$ cat src/rtl/locator_pkg.sv
// Shared types, default widths and helpers for the bright-target locator.
package locator_pkg;

  localparam int unsigned DefCntW = 21;
  localparam int unsigned DefPosW = 13;
  localparam int unsigned DefSumW = 34;

  typedef enum logic {
    A_WAIT,
    A_ACTIVE
  } accState_t;

  typedef enum logic [1:0] {
    D_IDLE,
    D_X,
    D_Y,
    D_PUB
  } divState_t;

  // A zero minimum still requires one hit so the divisor is never zero.
  function automatic logic [63:0] effectiveMin(input logic [63:0] minCount);
    return (minCount == 64'd0) ? 64'd1 : minCount;
  endfunction

endpackage

$ cat src/rtl/seq_divider.sv
// Restoring unsigned divider, one quotient bit per cycle after a load cycle.
// oDone marks the cycle retiring the last bit; oQuotient is final from the next cycle on.
module seq_divider import locator_pkg::*; #(
  parameter int unsigned SUM_W = DefSumW,
  parameter int unsigned CNT_W = DefCntW
) (
  input  logic             iCLK,
  input  logic             iRST,
  input  logic             iStart,
  input  logic [SUM_W-1:0] iDividend,
  input  logic [CNT_W-1:0] iDivisor,
  output logic [SUM_W-1:0] oQuotient,
  output logic             oDone
);

  localparam int unsigned IterW = $clog2(SUM_W);
  localparam logic [IterW-1:0] LastIter = IterW'(SUM_W - 1);

  logic [SUM_W-1:0] quot;
  logic [CNT_W-1:0] rem;
  logic [CNT_W-1:0] divisor;
  logic [IterW-1:0] iter;
  logic             running;
  logic [CNT_W:0]   shifted;
  logic [CNT_W-1:0] trial;
  logic             fits;

  always_comb begin
    shifted = {rem, quot[SUM_W-1]};
    fits    = shifted >= {1'b0, divisor};
    // Only used when fits, so the true difference is below 2**CNT_W.
    trial   = shifted[CNT_W-1:0] - divisor;
  end

  always_ff @(posedge iCLK) begin
    if (iRST) begin
      quot    <= '0;
      rem     <= '0;
      divisor <= '0;
      iter    <= '0;
      running <= 1'b0;
    end else if (iStart) begin
      quot    <= iDividend;
      rem     <= '0;
      divisor <= iDivisor;
      iter    <= '0;
      running <= 1'b1;
    end else if (running) begin
      rem  <= fits ? trial : shifted[CNT_W-1:0];
      quot <= {quot[SUM_W-2:0], fits};
      iter <= iter + 1'b1;
      if (iter == LastIter) running <= 1'b0;
    end
  end

  assign oQuotient = quot;
  assign oDone     = running && (iter == LastIter);

endmodule

$ cat src/rtl/target_locator.sv
// Per-frame bright-target locator: thresholded hit accumulation per frame and an
// integer centroid computed with one shared sequential divider.
module target_locator import locator_pkg::*; #(
  parameter int unsigned CNT_W = DefCntW,
  parameter int unsigned POS_W = DefPosW,
  parameter int unsigned SUM_W = DefSumW
) (
  input  logic             iCLK,
  input  logic             iRST,
  input  logic             iDVAL,
  input  logic [9:0]       iGray,
  input  logic [POS_W-1:0] iXposition,
  input  logic [POS_W-1:0] iYposition,
  input  logic             iSOF,
  input  logic             iEOF,
  input  logic [9:0]       iThreshold,
  input  logic [CNT_W-1:0] iMinCount,
  output logic [POS_W-1:0] oXresult,
  output logic [POS_W-1:0] oYresult,
  output logic             oFinished,
  output logic             oBusy,
  output logic             oOverrun
);

  accState_t        aState;
  divState_t        dState;
  logic [CNT_W-1:0] count, snapCount, closeCount;
  logic [SUM_W-1:0] sumX, sumY, snapX, snapY, closeX, closeY;
  logic             snapPend, snapOk, startY;
  logic [POS_W-1:0] xQuot;
  logic             pixHit, eofSnap, dropFrame, newHit, pendTake;
  logic             divStart, divDone;
  logic [SUM_W-1:0] divDividend, divQuot;
  logic             unusedQuotHi;

  always_comb begin
    pixHit     = iDVAL && (iGray >= iThreshold);
    closeCount = count;
    closeX     = sumX;
    closeY     = sumY;
    // A saturated count freezes the sums too, keeping the centroid consistent.
    if (aState == A_ACTIVE && pixHit && !(&count)) begin
      closeCount = count + 1'b1;
      closeX     = sumX + SUM_W'(iXposition);
      closeY     = sumY + SUM_W'(iYposition);
    end
    eofSnap     = iEOF && (aState == A_ACTIVE);
    // A snapshot still waiting to be started counts as busy as well.
    dropFrame   = eofSnap && (oBusy || snapPend);
    // On a combined SOF/EOF the pixel belongs to the closing frame only.
    newHit      = iSOF && pixHit && !eofSnap;
    pendTake    = (dState == D_IDLE) && snapPend;
    divStart    = (pendTake && snapOk) || startY;
    divDividend = startY ? snapY : snapX;
  end

  always_ff @(posedge iCLK) begin
    if (iRST) begin
      aState    <= A_WAIT;
      count     <= '0;
      sumX      <= '0;
      sumY      <= '0;
      snapCount <= '0;
      snapX     <= '0;
      snapY     <= '0;
      snapOk    <= 1'b0;
      snapPend  <= 1'b0;
      oOverrun  <= 1'b0;
    end else begin
      oOverrun <= dropFrame;
      if (pendTake) snapPend <= 1'b0;
      if (eofSnap && !dropFrame) begin
        snapCount <= closeCount;
        snapX     <= closeX;
        snapY     <= closeY;
        snapOk    <= 64'(closeCount) >= effectiveMin(64'(iMinCount));
        snapPend  <= 1'b1;
      end
      if (iSOF) begin
        aState <= A_ACTIVE;
        count  <= newHit ? CNT_W'(1) : '0;
        sumX   <= newHit ? SUM_W'(iXposition) : '0;
        sumY   <= newHit ? SUM_W'(iYposition) : '0;
      end else begin
        if (eofSnap) aState <= A_WAIT;
        count <= closeCount;
        sumX  <= closeX;
        sumY  <= closeY;
      end
    end
  end

  always_ff @(posedge iCLK) begin
    if (iRST) begin
      dState    <= D_IDLE;
      startY    <= 1'b0;
      xQuot     <= '0;
      oXresult  <= '0;
      oYresult  <= '0;
      oFinished <= 1'b0;
      oBusy     <= 1'b0;
    end else begin
      startY <= 1'b0;
      case (dState)
        D_IDLE: begin
          if (pendTake) begin
            if (snapOk) begin
              dState <= D_X;
              oBusy  <= 1'b1;
            end else begin
              oFinished <= 1'b0;
            end
          end
        end
        D_X: begin
          if (divDone) begin
            dState <= D_Y;
            startY <= 1'b1;
          end
        end
        D_Y: begin
          // The X quotient is still held by the divider on the Y load cycle.
          if (startY) xQuot <= divQuot[POS_W-1:0];
          if (divDone) dState <= D_PUB;
        end
        D_PUB: begin
          oXresult  <= xQuot;
          oYresult  <= divQuot[POS_W-1:0];
          oFinished <= 1'b1;
          oBusy     <= 1'b0;
          dState    <= D_IDLE;
        end
        default: dState <= D_IDLE;
      endcase
    end
  end

  assign unusedQuotHi = ^divQuot[SUM_W-1:POS_W];

  seq_divider #(
    .SUM_W(SUM_W),
    .CNT_W(CNT_W)
  ) uDivider (
    .iCLK     (iCLK),
    .iRST     (iRST),
    .iStart   (divStart),
    .iDividend(divDividend),
    .iDivisor (snapCount),
    .oQuotient(divQuot),
    .oDone    (divDone)
  );

endmodule

$ cat config.mk
export PLATFORM = sky130hd
export DESIGN_NAME = target_locator
export DESIGN_NICKNAME = d
export VERILOG_FILES = /design/src/rtl/locator_pkg.sv /design/src/rtl/seq_divider.sv /design/src/rtl/target_locator.sv
export SDC_FILE = /design/constraint.sdc
export NUM_CORES = 1
export LEC_CHECK = 0
export BUFFER_PORTS_ARGS = -buffer_cell sky130_fd_sc_hd__buf_2
export CORE_ASPECT_RATIO = 0.75
export CORE_UTILIZATION = 45
export DETAILED_ROUTE_END_ITERATION = 8
export GPL_TIMING_DRIVEN = 0
export PLACE_DENSITY = 0.59
export SYNTH_ARGS = -nofsm -noshare
export SYNTH_HDL_FRONTEND = slang
export SYNTH_SLANG_ARGS = --single-unit
$ cat constraint.sdc
create_clock -name iCLK -period 12.9 [get_ports iCLK]
set_clock_uncertainty 0.2 [all_clocks]
set_input_delay 2.58 -clock iCLK [delete_from_list [all_inputs] [get_ports iCLK]]
set_output_delay 2.58 -clock iCLK [all_outputs]
set_load 0.005 [all_outputs]
Word level (Yosys, flattened, before mapping)
Cells that the tools add are included.
{"block": "op_classes", "n_addsub": 5, "mul": 0, "div_mod_pow": 0, "order_cmp": 3, "eq_ne": 9, "shifts": 0, "muxes": 33, "bitwise_logic": 1, "reduce_logical": 29}
{"operator": "$mux 34", "n": 7}
{"operator": "$mux 21", "n": 4}
{"operator": "$add 34x13->34", "n": 2}
{"operator": "$mux 13", "n": 2}
{"operator": "$ge 22x21->1", "n": 1}
{"operator": "$add 21x1->21 const B", "n": 1}
{"operator": "$ge 21x21->1", "n": 1}
{"operator": "$logic_not 21->1", "n": 1}
{"operator": "$reduce_and 21->1", "n": 1}
{"operator": "$sub 21x21->21", "n": 1}
{"operator": "$mux 1", "n": 13}
{"operator": "$logic_and 1x1->1", "n": 11}
{"operator": "$ge 10x10->1", "n": 1}
{"operator": "$ne 2x2->1 const B", "n": 5}
{"operator": "$mux 2", "n": 4}
{"operator": "$pmux 2 s4", "n": 1}
{"operator": "$reduce_bool 2->1", "n": 4}
{"operator": "$add 6x1->6 const B", "n": 1}
{"operator": "$eq 6x6->1 const B", "n": 1}
{"operator": "$reduce_and 3->1", "n": 2}
{"operator": "$eq 2x2->1 const B", "n": 2}
{"operator": "$pmux 1 s2", "n": 2}
{"operator": "$reduce_and 4->1", "n": 1}
{"operator": "$reduce_or 2->1", "n": 2}
{"operator": "6 further kinds", "n": 9}
{"block": "word_totals", "reg_bits": 309, "latch_bits": 0, "ramBits": 0, "rom_bits": 0, "n_memories": 0}

Longest topological paths before layout
{"block": "logic_depth", "word_depth": 6, "ltp_mapped": 21, "depth_no_buf": 19}

By module
A second synthesis with hierarchy kept.
{"block": "unflattened", "cells_unflattened": 1924, "area_unflattened_um2": 16488.3}
{"module": "target_locator", "instances": 1, "cells_each": 1359, "area_each_um2": 11876.4, "seq_area_each_um2": 4524.3}
{"module": "seq_divider", "instances": 1, "cells_each": 565, "area_each_um2": 4611.9, "seq_area_each_um2": 1661.6}

Worst setup path after synthesis
No wires, ideal clock.
{"block": "synth_path", "kind": "in2reg", "from": "input iThreshold[7]", "to": "register snapOk", "setup_ns": 0.141, "t_arrival_ns": 5.873, "t_required_ns": 12.559, "slack_ns": 6.686, "path_stages": 21, "cell_sequence": "inv_1 > ha_1 > a21o_1 > a211o_2 > o221a_4 > o31ai_4 > or2_1 > buf_4 > buf_6 > nor3_1 > xnor2_1 > inv_1 > ha_1 > a21o_1 > a21o_1 > a21oi_1 > nor2_1 > a211oi_1 > nor2_1 > a2111oi_0 > a2111oi_0"}
{"block": "synth_between", "elab_chain_len": 6}
{"element": "start, declared", "line": "target_locator.sv:16", "text": "input logic [9:0] iThreshold,"}
{"element": "$ge 10x10->1", "line": "target_locator.sv:37", "text": "pixHit = iDVAL && (iGray >= iThreshold);"}
{"element": "$logic_and 1x1->1", "line": "target_locator.sv:37"}
{"element": "$logic_and 1x1->1 (2 in series)", "line": "target_locator.sv:42", "text": "if (aState == A_ACTIVE && pixHit && !(&count)) begin"}
{"element": "$mux 21", "line": "target_locator.sv:42"}
{"element": "net closeCount[6]", "line": "target_locator.sv:27", "text": "logic [CNT_W-1:0] count, snapCount, closeCount;"}
{"element": "$ge 21x21->1", "line": "target_locator.sv:76", "text": "snapOk <= 64'(closeCount) >= effectiveMin(64'(iMinCount));"}
{"element": "end signal, assigned", "line": "target_locator.sv:76"}
{"element": "end, declared", "line": "target_locator.sv:29", "text": "logic snapPend, snapOk, startY;"}
The timed path passes the listed nets, and every way through them passes these cells.
A chain may end at the register's enable or synchronous reset.

Worst setup path in the final report
{"block": "layout_path", "from": "input iGray[2]", "to": "register snapOk"}
{"block": "layout_between", "elab_chain_len": 6}
{"element": "start, declared", "line": "target_locator.sv:11", "text": "input logic [9:0] iGray,"}
{"element": "$ge 10x10->1", "line": "target_locator.sv:37"}
{"element": "$logic_and 1x1->1", "line": "target_locator.sv:37"}
{"element": "$logic_and 1x1->1 (2 in series)", "line": "target_locator.sv:42"}
{"element": "$mux 21", "line": "target_locator.sv:42"}
{"element": "net closeCount[1]", "line": "target_locator.sv:27"}
{"element": "$ge 21x21->1", "line": "target_locator.sv:76"}
The timed path passes the listed nets, and every way through them passes these cells.

==> qor.tcl <==
set qor(unrepaired_setup_endpoints_after_global_routing) {false}
set qor(start_kind) {primary input}
set qor(cts.hold.buffers_added) 0
set qor(cts_tree) {done}
set qor(globalplace.congestion) 0.884
set qor(final.setup.tns_ns) 0
set qor(post_dp_hpwl_um) 32800
set qor(final_min_period_over_clock_period_pct) 53.4
set qor(hold_class) {reg -> reg}
set qor(timing_max_transition_violations_final) 0
set qor(slew_headroom_pct) 39.3
set qor(avgSynthCellArea_um2) 8.45
set qor(ys_async_sr_fraction_pct) 0
set qor(drt_drc_violations_left) 0
set qor(power_per_cell_area_nw_per_um2) 116
set qor(drt-wirelength-per-cell_um) 17.5
set qor(postSynthNetCount) 1999
set qor(buffer_ports.inserted) 99
set qor(number_of_placed_instances_with_taps_included) 2388
set qor(hold_path_depth) 2
set qor(num_antenna_cells) 0
set qor(hold_viol_final) 0
set qor(ys_warn_count) 0
set qor(cp_data_arrival_time_ns) 7.14
set qor(post_synth_num_cell_types) 70
set qor(layout-area-overhead-vs-synth_pct) 13.0
set qor(clock_buffer_depth) 3
set qor(ioPinCount) 101
set qor(nFillCells) 3313
set qor(setup.worst_path.class) {in -> reg}
set qor(fin_cells) 2439
set qor(post-cts-setup-buffer-count) 0
set qor(synth.top_cell.area_share_pct) 39.8
set qor(die-height_um) 163
set qor(required_ns) 13.16
set qor(ctsResizeCount) 0
set qor(finish.utilization_pct) 52.0
set qor(htree_num_levels) 1
set qor(numCtsBuffers) 31
set qor(clk_root_buffer_cell) {sky130_fd_sc_hd__clkbuf_16}
set qor(drive_above_1_share_pct) 9.25
set qor(floorplan.die_area_um2) 35300
set qor(design.core.area_um2) 33700
set qor(drt_first_iter_violations) 843
set qor(worst_slew_pin_slew_ns) 0.910
set qor(status) {finished clean}
set qor(setup.worst_path.end_class) {flop}
set qor(wl_um) 42600
set qor(seq_area_frac_synth_pct) 39.8
set qor(most_used_standard_cells_in_the_synthesized_netlist) {sky130_fd_sc_hd__dfxtp_1, sky130_fd_sc_hd__nor2_1, sky130_fd_sc_hd__nand2_1, sky130_fd_sc_hd__a211oi_1, sky130_fd_sc_hd__a21oi_1}
set qor(power.ir.vdd_worst_mv) 0.0879
set qor(holdCritStartpoint) {uDivider.divisor[4]}
set qor(fp-row-count) 58
set qor(p_leak_uw) 0.00711
set qor(antenna_violations_before_repair) 0
set qor(setup_violations) 0
set qor(dr_total_vias) 13200
set qor(placedInstanceArea_um2) 16600
set qor(grt_pass1_wl_um) 68500
set qor(chipWidth_um) 216
set qor(clkSinkCount) 309
set qor(clk_transition_reported_paths_ns) 0.07
set qor(layout_min_cycle_time_ns) 6.88
set qor(design.final.nets) 2132
set qor(critical_path.reg2reg.endpoint) {snapOk}
set qor(synth_top_cells_by_area) {sky130_fd_sc_hd__dfxtp_1, sky130_fd_sc_hd__nor2_1, sky130_fd_sc_hd__ha_1}
set qor(regToRegStartpoint) {count[0]}
set qor(grt.total_usage_pct) 24.3
set qor(via_count_of_the_first_global_routing_pass) 12700
set qor(synth_seq_cells) 309
set qor(floorplan.initialDensity_pct) 46.0
set qor(grt_max_degree) 17
set qor(holdPathEnd) {uDivider.divisor[4]}
set qor(drv.max_cap_violation_count) 0
set qor(critPathMaxFanout) 10
set qor(syn-cell-area_um2) 15500
set qor(dominant_cell_by_count_in_the_synthesized_netlist) {sky130_fd_sc_hd__dfxtp_1}
set qor(final_area_um2) 17500
set qor(drt_first_pass_iters) 5
set qor(max_clock_freq_ghz) 0.145
set qor(edff_count_synth) 0
set qor(grt_overflow) 0
set qor(setup.reg_to_reg.worst_slack_ns) 7.95
set qor(via_per_inst) 5.41
set qor(synthesis.instances) 1838
set qor(synth_top_flop_cell) {sky130_fd_sc_hd__dfxtp_1}
set qor(drt.antenna.violating_nets) 0
set qor(insertion_delay_ns) 0.58
set qor(worst-r2r-cell-count) 17
set qor(synthDominantAreaCellType) {sky130_fd_sc_hd__dfxtp_1}
## final cells by class
class	instances	area (um^2)	share of cell area, %
Inverter	98	368	2.10
Sequential cell	309	6190	35.3
Clock buffer	45	868	4.95
Multi-Input combinational cell	1325	8510	48.5
Clock inverter	6	76.3	0.435
Timing Repair Buffer	100	507	2.89
Tap cell	450	563	3.21
Buffer	106	468	2.67
## power breakdown
group / switching [uW] / internal [uW]
registers: 16.8 / 977
clock network: 384 / 484
logic: 110 / 71.9
## cells by family (layout without fill, tap and decap cells)
kind of cell	after synthesis	after routing	synth area share (%)
AOI/OAI and AO/OA	408	408	17.3
xor gates and xnor gates	96	96	5.42
adders and majority gates	89	89	7.32
buffers and inverters	204	355	5.38
DFF	309	309	39.8
muxes	93	93	6.00
and+or+nand+nor	639	639	18.7
## cells in the final DEF, fill, tap and decap left out, drive strengths merged, types with 53 or more instances in the layout
| cell | count |
|---|---|
| a21oi | 128 |
| nand2 | 139 |
| dfxtp | 309 |
| ha | 86 |
| a211oi | 130 |
| clkbuf | 131 |
| xnor2 | 53 |
| buf | 120 |
| o21ai | 63 |
| mux2i | 93 |
| nor2 | 305 |
| inv | 99 |
## worst max-delay path: stages
cell and delay, ns:
sky130_fd_sc_hd__buf_2 0.11, sky130_fd_sc_hd__ha_1 0.30, sky130_fd_sc_hd__a21o_1 0.18, sky130_fd_sc_hd__a31oi_1 0.17, sky130_fd_sc_hd__o22ai_1 0.15, sky130_fd_sc_hd__o31ai_4 0.69, sky130_fd_sc_hd__nor2_1 0.40, sky130_fd_sc_hd__buf_2 0.35
sky130_fd_sc_hd__mux2i_1 0.37, sky130_fd_sc_hd__inv_1 0.16, sky130_fd_sc_hd__ha_1 0.33, sky130_fd_sc_hd__nor2b_1 0.14, sky130_fd_sc_hd__o21a_1 0.11, sky130_fd_sc_hd__o21ai_0 0.07, sky130_fd_sc_hd__nand2b_1 0.08, sky130_fd_sc_hd__a21oi_1 0.06
sky130_fd_sc_hd__or4_1 0.54, sky130_fd_sc_hd__a2111oi_0 0.37
## state kept, by name, summed over array words and instances (netlist names)
signal / count
aState: 1
count: 21
dState: 2
oBusy: 1
oFinished: 1
oOverrun: 1
oXresult: 13
oYresult: 13
snapCount: 21
snapOk: 1
snapPend: 1
snapX: 34
snapY: 34
startY: 1
sumX: 34
sumY: 34
uDivider.divisor: 21
uDivider.iter: 6
uDivider.oQuotient: 34
uDivider.rem: 21
uDivider.running: 1
xQuot: 13
## metrics by stage
step           total power (uW)  hold WS, ns  worst slack, ns
6_report                   2040        0.251             6.02
5_1_grt                    2120        0.274             5.67
4_1_cts                    2060        0.253             6.04
3_5_place_dp               1190        0.246             5.47
3_3_place_gp               1190        0.243             5.51
2_1_floorplan              1130        0.232             6.69
## per-layer routing
| metal | track usage [%] | vias up | wire length (um) |
|---|---|---|---|
| li1 | - | 6678 | - |
| met1 | 34.6 | 6195 | 21100 |
| met2 | 39.2 | 264 | 18600 |
| met3 | 3.53 | 52 | 2140 |
| met4 | 4.64 | 0 | 758 |
| met5 | 0 | - | 0 |
## how the worst max path moves through the flow
stage | start | to | slack, ns | depth (start not counted)
global route | iThreshold[7] | snapOk | 5.67 | 18
detailed placement | iGray[7] | snapOk | 5.47 | 17
global placement | iGray[7] | snapOk | 5.51 | 17
CTS | iGray[7] | snapOk | 6.04 | 17
floorplan | iThreshold[7] | snapOk | 6.69 | 21
finish | iGray[2] | snapOk | 6.02 | 18
No activity file was read; power rests on OpenSTA's default activity.
